===== src/rtl/tlk2711_dma_cmd_arb.sv =====
// Round-robin arbiter sharing one tlk2711_dma read-command channel between NUM_REQ requesters.
// Optional WAIT_LAST watchdog enabled by defining TLK2711_CMD_ARB_TIMEOUT_EN.
module tlk2711_dma_cmd_arb #(
  parameter int ADDR_WIDTH     = 48,
  parameter int DLEN_WIDTH     = 16,
  parameter int NUM_REQ        = 2,
  parameter int TIMEOUT_CYCLES = 65535
) (
  input  logic                                        clk,
  input  logic                                        rst,
  input  logic                                        i_soft_rst,
  input  logic [NUM_REQ-1:0]                          i_req,
  input  logic [NUM_REQ*(DLEN_WIDTH+ADDR_WIDTH)-1:0]  i_req_data,
  output logic [NUM_REQ-1:0]                          o_req_ack,
  output logic [NUM_REQ-1:0]                          o_done,
  output logic                                        o_cmd_req,
  output logic [DLEN_WIDTH+ADDR_WIDTH-1:0]            o_cmd_data,
  input  logic                                        i_cmd_ack,
  input  logic                                        i_dma_last,
  output logic [$clog2(NUM_REQ)-1:0]                  o_grant_id,
  output logic                                        o_busy,
  output logic                                        o_timeout
);

  localparam int CMD_W = DLEN_WIDTH + ADDR_WIDTH;
  localparam int ID_W  = $clog2(NUM_REQ);

  if (NUM_REQ < 2 || NUM_REQ > 8 || TIMEOUT_CYCLES < 1) begin : g_bad_param
    $error("tlk2711_dma_cmd_arb: unsupported parameter value");
  end

  typedef enum logic [1:0] {IDLE, ISSUE, WAIT_LAST} state_t;

  state_t                state_q, state_d;
  logic [ID_W-1:0]       ptr_q, ptr_d;
  logic                  cmd_req_d;
  logic [CMD_W-1:0]      cmd_data_d;
  logic [ID_W-1:0]       grant_d;
  logic [NUM_REQ-1:0]    req_ack_d, done_d;
  logic [NUM_REQ-1:0]    req_avail;
  logic [CMD_W-1:0]      slice [NUM_REQ];
  logic [CMD_W-1:0]      sel_slice;
  logic [ID_W-1:0]       winner;
  logic                  found;
  int                    idx;

  function automatic logic [ID_W-1:0] inc_ptr(input logic [ID_W-1:0] g);
    return (int'(g) == NUM_REQ - 1) ? '0 : g + 1'b1;
  endfunction

  function automatic logic [NUM_REQ-1:0] onehot(input logic [ID_W-1:0] g);
    logic [NUM_REQ-1:0] r;
    r    = '0;
    r[g] = 1'b1;
    return r;
  endfunction

  for (genvar k = 0; k < NUM_REQ; k++) begin : g_slice
    assign slice[k] = i_req_data[k*CMD_W +: CMD_W];
  end

  // A requester whose ack is visible this cycle has not yet dropped i_req; do not grant it twice.
  assign req_avail = i_req & ~o_req_ack;
  assign o_busy    = (state_q != IDLE);

`ifdef TLK2711_CMD_ARB_TIMEOUT_EN
  logic [31:0] wd_cnt_q;
  logic        timeout_d;

  always_ff @(posedge clk or negedge rst) begin
    if (!rst) begin
      wd_cnt_q  <= '0;
      o_timeout <= 1'b0;
    end else begin
      o_timeout <= timeout_d;
      if (state_q == WAIT_LAST && !i_soft_rst) wd_cnt_q <= wd_cnt_q + 32'd1;
      else                                     wd_cnt_q <= '0;
    end
  end
`else
  assign o_timeout = 1'b0;
`endif

  always_comb begin
    state_d    = state_q;
    ptr_d      = ptr_q;
    cmd_req_d  = o_cmd_req;
    cmd_data_d = o_cmd_data;
    grant_d    = o_grant_id;
    req_ack_d  = '0;
    done_d     = '0;
    found      = 1'b0;
    winner     = '0;
    idx        = 0;
`ifdef TLK2711_CMD_ARB_TIMEOUT_EN
    timeout_d  = 1'b0;
`endif

    // Rotate the search start to the pointer; first pending requester wins.
    for (int i = 0; i < NUM_REQ; i++) begin
      idx = int'(ptr_q) + i;
      if (idx >= NUM_REQ) idx = idx - NUM_REQ;
      if (!found && req_avail[ID_W'(idx)]) begin
        found  = 1'b1;
        winner = ID_W'(idx);
      end
    end
    sel_slice = slice[winner];

    case (state_q)
      IDLE: begin
        if (found) begin
          cmd_data_d = sel_slice;
          grant_d    = winner;
          if (sel_slice[CMD_W-1:ADDR_WIDTH] == '0) begin
            req_ack_d = onehot(winner);
            done_d    = onehot(winner);
            ptr_d     = inc_ptr(winner);
          end else begin
            cmd_req_d = 1'b1;
            state_d   = ISSUE;
          end
        end
      end
      ISSUE: begin
        if (i_cmd_ack) begin
          cmd_req_d = 1'b0;
          req_ack_d = onehot(o_grant_id);
          if (i_dma_last) begin
            done_d  = onehot(o_grant_id);
            ptr_d   = inc_ptr(o_grant_id);
            state_d = IDLE;
          end else begin
            state_d = WAIT_LAST;
          end
        end
      end
      WAIT_LAST: begin
        if (i_dma_last) begin
          done_d  = onehot(o_grant_id);
          ptr_d   = inc_ptr(o_grant_id);
          state_d = IDLE;
        end
`ifdef TLK2711_CMD_ARB_TIMEOUT_EN
        else if (wd_cnt_q == 32'(TIMEOUT_CYCLES - 1)) begin
          timeout_d = 1'b1;
          ptr_d     = inc_ptr(o_grant_id);
          state_d   = IDLE;
        end
`endif
      end
      default: state_d = IDLE;
    endcase

    if (i_soft_rst) begin
      state_d   = IDLE;
      ptr_d     = '0;
      cmd_req_d = 1'b0;
      req_ack_d = '0;
      done_d    = '0;
`ifdef TLK2711_CMD_ARB_TIMEOUT_EN
      timeout_d = 1'b0;
`endif
    end
  end

  always_ff @(posedge clk or negedge rst) begin
    if (!rst) begin
      state_q    <= IDLE;
      ptr_q      <= '0;
      o_cmd_req  <= 1'b0;
      o_cmd_data <= '0;
      o_grant_id <= '0;
      o_req_ack  <= '0;
      o_done     <= '0;
    end else begin
      state_q    <= state_d;
      ptr_q      <= ptr_d;
      o_cmd_req  <= cmd_req_d;
      o_cmd_data <= cmd_data_d;
      o_grant_id <= grant_d;
      o_req_ack  <= req_ack_d;
      o_done     <= done_d;
    end
  end

endmodule

===== config.mk =====
export PLATFORM = sky130hd
export DESIGN_NAME = tlk2711_dma_cmd_arb
export DESIGN_NICKNAME = d
export VERILOG_FILES = /design/src/rtl/tlk2711_dma_cmd_arb.sv
export SDC_FILE = /design/constraint.sdc
export NUM_CORES = 1
export LEC_CHECK = 0
export BUFFER_PORTS_ARGS = -buffer_cell sky130_fd_sc_hd__buf_2
export CAP_MARGIN = 5
export CORE_UTILIZATION = 40
export DETAILED_ROUTE_END_ITERATION = 8
export MAX_ROUTING_LAYER = met4
export PLACE_DENSITY = 0.8
export SLEW_MARGIN = 20
export SYNTH_ARGS = -nofsm -noshare
export SYNTH_HDL_FRONTEND = slang
export SYNTH_SLANG_ARGS = --single-unit

===== constraint.sdc =====
create_clock -name clk -period 3.7 [get_ports clk]
set_input_delay 1.11 -clock clk [delete_from_list [all_inputs] [get_ports clk]]
set_output_delay 1.11 -clock clk [all_outputs]
set_load 0.03 [all_outputs]

==> run metrics, run 1 <==
outcome=complete, no violations; ANT nets after route=0; maximum fanout along the worst path=5; hold-fix buffers at CTS=0; CTS Buf Count=9; Finished Layout Cells=617; Antenna Cells=0; initial antenna violation count=0; Placer Congestion=0.891; Finished Core Util=0.557; Max Cap Viol=0; Seq cells post-synth=73; Req. time, crit path=2.59 ns; Crit-path slowest cell=dfrtp_1; Worst path max stage delay=0.38 ns; Vias=3275; Hold Crit Class=flip-flop to flip-flop; DRT Pass-1 Iters=4; startpoint types=flip-flop; Crit Path Class=flip-flop to output port; actual slew at the worst max-slew pin=0.915 ns; htree depth=3; endpoints failing setup=0; CTS Buffer Depth=2; post-synthesis sequential area ratio=0.512; core box area=8680 sq um; nets=643; DR WL/cell=15.7 um; Routed WL=9690 um; post-synth cell types=34; Hold Vio Cnt, Final=0; root buffer cell=clkbuf_8; # resized after CTS=0; vias in the first global route=2866; Min Hold Slack=0.487 ns; final setup TNS=0 ns; critical path, cell by cell=inv_1 -> ha_1 -> inv_2 -> buf_2; Clock transition at path regs=0.08 ns; crit-path leading delay family=buffers and inverters; vias per std cell=5.31; Buf+Inv Stages, Crit Path=3; IO Port Bufs=204; DIE WIDTH=96.4 um; post-synthesis cell area=3560 sq um; Pleak=2.50 nW; postcts setup bufs=0; I/O pins=207; Die Ht=96.4 um; grt total ovfl=0; die footprint=9290 sq um; Pwr Density=871 nW/um^2; clk sinks=73; max-slew violations=0; CP Capture Type=output port; VDD IR max=0.400 mV; Area Growth Syn to Fin=35.7%; YS warnings=0; RSZ-0062 raised after global routing=false; placed cell count=601; worst skew pair latency=0.35 ns; syn nets=453; Avg Inst Size Synth=11.4 sq um; fin crit share=0.684; fmax=395 MHz; CTS tree=built; Tot GR Track Use=0.204; signal arrival time at the worst endpoint=1.42 ns; Slew headroom=0.390; largest net degree at the start of global routing=74; clock skew after layout=0.0129 ns; Final Critical Period=2.53 ns; DR iter-0 viols=117; post-synthesis cell count=314; ratio of cells with drive above 1 in the final layout=0.454; global-route wire length before repair=13900 um; initial core utilization=0.411; Detailed Place HPWL=7050 um; row count=34; DRC violations left=0
-- state kept, by name, indices dropped and copies added (netlist names) --
signal and count:
o_cmd_req 1, o_cmd_data 64, state_q 2, o_done 2, o_req_ack 2, ptr_q 1
o_grant_id 1
-- path summary, 6_finish.rpt --
path / startpoint / cells past startpoint / slack, ns / to
min in group asynchronous: rst / 1 / 0.89 / o_cmd_data[12]
min reg2reg: o_cmd_data[63] / 2 / 0.49 / o_cmd_data[63]
max in group asynchronous: rst / 1 / 2.15 / ptr_q
max: state_q[0] / 4 / 1.17 / o_busy
max reg2reg: state_q[0] / 8 / 1.54 / o_done[0]
min: o_cmd_data[63] / 2 / 0.49 / o_cmd_data[63]
-- cells in the mapped netlist, drive strengths merged --
cell | n | area share
nor3 | 3 | 0.0042
nor4 | 8 | 0.014
a221o | 48 | 0.13
nand3 | 2 | 0.0028
conb | 1 | 0.0011
a21o | 1 | 0.0021
nor2 | 11 | 0.012
inv | 5 | 0.0053
a21oi | 5 | 0.0070
a22oi | 2 | 0.0042
or4b | 1 | 0.0028
nand2b | 1 | 0.0018
nand4 | 2 | 0.0035
dfrtp | 73 | 0.51
ha | 4 | 0.014
mux2i | 19 | 0.054
and2 | 1 | 0.0018
nor3b | 48 | 0.10
or2 | 2 | 0.0035
a211oi | 2 | 0.0042
nor2b | 1 | 0.0018
nand3b | 1 | 0.0056
clkbuf | 9 | 0.0095
o21a | 1 | 0.0021
nand2 | 22 | 0.023
buf | 21 | 0.043
o21ai | 20 | 0.028
-- layout make-up --
type,count,area [sq um]
timing repair buffer,209,1090
inverter,5,18.8
multi-input combinational,206,1540
fill,782,3840
tap,108,135
clock inverter,6,90.1
sequential,73,1830
clock buffer,10,138
-- power by group --
part	total (W)	switching, W	leakage, nW	internal [W]
clock network	0.000708	0.000308	0.113	0.000401
logic	0.00216	0.00141	1.47	0.000748
registers	0.00135	0.000187	0.910	0.00116
-- tightest hold or removal path, cell delays in order (launching register included) --
cell and delay [ns]:
dfrtp_1 0.35, nand2_1 0.05, o21ai_1 0.06
-- cells in the final DEF (no fill, tap or decap), types with 2 or more instances in the layout --
cell       count
buf_2        203
nand2_1       22
mux2i_1       18
inv_1          4
nand4_1        2
a211oi_1       2
nand3_1        2
a22oi_1        2
clkbuf_8      10
nor3_1         3
o21ai_1       19
nor4_1         8
nor3b_1       48
buf_12         2
ha_1           4
nor2_1        10
a221o_1       48
a21oi_1        5
dfrtp_1       72
bufinv_16      2
buf_4          4
-- metal layers --
layer	track usage	vias to the layer above	wire length (um)
li1	-	1576	-
met5	-	-	0
met2	0.349	129	4860
met3	0.0610	8	720
met1	0.234	1562	3990
met4	0.0527	0	114
-- kinds of logic (layout without fill, tap and decap cells) --
| logic type | count (synthesis) | after routing | share of synthesized area |
|---|---|---|---|
| other | 1 | 1 | 0.00105 |
| and+or+nand+nor | 103 | 103 | 0.178 |
| muxes | 19 | 19 | 0.0544 |
| buffers and inverters | 35 | 230 | 0.0579 |
| AOI/OAI and AO/OA | 79 | 79 | 0.183 |
| adders and majority gates | 4 | 4 | 0.0140 |
| DFF | 73 | 73 | 0.512 |
-- through the flow --
stage | setup slack (ns) | instance area [sq um] | power, W
floorplan | 1.51 | 3560 | 0.00291
global placement | 1.03 | 4610 | 0.00347
detailed placement | 0.975 | 4610 | 0.00353
CTS | 1.16 | 4840 | 0.00426
global route | 1.06 | 4840 | 0.00448
finish | 1.17 | 4840 | 0.00421
Power figures use the tool's default switching activity.
==> inputs of run 2 (changes only) <==
- clock period: 3.7 -> 2.6 ns (I/O delays scaled with it)
==> run metrics, run 2 (same netlist as run 1, synthesis figures left out) <==
CP Capture Type=output port; Max Cap Viol=0 (unchanged); ratio of cells with drive above 1 in the final layout=0.456 (+0.00231); endpoints failing setup=0 (unchanged); Die Ht=96.4 um (unchanged); IO Port Bufs=204 (unchanged); row count=34 (unchanged); DIE WIDTH=96.4 um (unchanged); core box area=8680 sq um (unchanged); met2 Use GR=0.366 (+0.0171); overall power=0.00584 W (+39%); layer with the highest usage=met2; max-slew violations=0 (unchanged); Req. time, crit path=1.82 ns (-0.77 ns); initial core utilization=0.411 (unchanged); Placer Congestion=0.839 (-5.9%); CTS Buffer Depth=2 (unchanged); grt total ovfl=0 (unchanged); DRC violations left=0 (unchanged); die footprint=9290 sq um (unchanged); initial antenna violation count=1 (+1); Detailed Place HPWL=7300 um (+3.6%); Vias=3331 (+1.7%); maximum fanout along the worst path=5 (unchanged); htree depth=3 (unchanged); startpoint types=flip-flop; global-route wire length before repair=14500 um (+4.5%); Area Growth Syn to Fin=36.1%; most frequent cells in the layout=buf_2, dfrtp_1, nor3b_1, a221o_1, nand2_1; Hold Vio Cnt, Final=0 (unchanged); hold-fix buffers at CTS=0 (unchanged); root buffer cell=clkbuf_8; ANT nets after route=0 (unchanged); DR iter-0 viols=67 (-43%); clk sinks=73 (unchanged); nets=647 (+0.62%); Hold Crit Class=input pin to asynchronous set/reset pin; vias per std cell=5.36 (+0.89%); Routed WL=9870 um (+1.9%); actual slew at the worst max-slew pin=0.558 ns (-0.357 ns); largest reg by FF count=o_cmd_data; Slew headroom=0.628 (+0.238); outcome=complete, no violations; final setup TNS=0 ns (unchanged); fmax=460 MHz; most common cell after layout, fill and taps aside=buf_2; largest net degree at the start of global routing=52 (-30%); RSZ-0062 raised after global routing=false; DR WL/cell=15.9 um (+1.1%); CTS Buf Count=9 (unchanged); Crit Path Class=flip-flop to output port; clock skew after layout=0.00946 ns (-0.00339 ns); worst skew pair latency=0.34 ns (about the same); VDD IR max=0.626 mV (+56%); Pleak=2.50 nW (+0.23%); Clock transition at path regs=0.08 ns (about the same); DRT Pass-1 Iters=4 (unchanged); CTS tree=built; fin crit share=0.837; GRT met3 Usage=0.0540 (-0.00704); fill count=765 (-2.2%); met1 usage=0.241 (+0.00723); signal arrival time at the worst endpoint=1.40 ns (-0.02 ns); max reg flops=64 (unchanged); # resized after CTS=0 (unchanged); Final Critical Period=2.18 ns; vias in the first global route=3065 (+6.9%); Tot GR Track Use=0.211 (+0.00748); postcts setup bufs=0 (unchanged); Pwr Density=1200 nW/um^2 (+38%); I/O pins=207 (unchanged)
## run 2: final timing paths
path                                  end  cells after the start           start  slack (ns)
setup reg to reg           o_cmd_data[33]                      6      state_q[1]        0.66
setup / recovery                   o_busy                      4      state_q[1]        0.42
hold / removal             o_cmd_data[12]                      1             rst        0.40
hold reg to reg            o_cmd_data[48]                      2  o_cmd_data[48]        0.49
min in group clk           o_cmd_data[48]                      2  o_cmd_data[48]        0.49
max in group asynchronous           ptr_q                      2             rst        1.60
## run 2: layout make-up
cell class	count	area, sq um	share of cell area
clock inverter	6	43.8	0.00903
sequential	73	1830	0.377
timing repair buffer	213	1150	0.238
antenna	1	2.50	0.000516
multi-input combinational	206	1540	0.318
inverter	5	18.8	0.00387
tap	108	135	0.0279
clock buffer	10	128	0.0263
## run 2: power by group
| group | switching, W | internal (W) |
|---|---|---|
| logic | 0.00202 | 0.00110 |
| clock network | 0.000438 | 0.000350 |
| registers | 0.000281 | 0.00165 |
| total | 0.00274 | 0.00310 |
## run 2: routing by layer
layer  vias up  wire length [um]
met5         -                 0
met4         0               104
met3         9               659
met2       125              5110
met1      1609              3990
li1       1588                 -
## run 2: per-stage QoR
step	cells	worst slack (ns)	cell area, sq um	hold WS, ns	util
floorplan	314	0.737	3560	0.484	-
global placement	605	0.429	4680	0.466	0.539
detailed placement	605	0.375	4680	0.474	0.539
CTS	621	0.410	4850	0.400	0.559
global route	622	0.307	4850	0.416	0.559
finish	622	0.425	4850	0.400	0.559
## run 2: critical path, stage by stage (launching register included)
cell and delay [ns]:
dfrtp_1 0.39, inv_1 0.09, ha_1 0.23, inv_2 0.13, buf_2 0.21
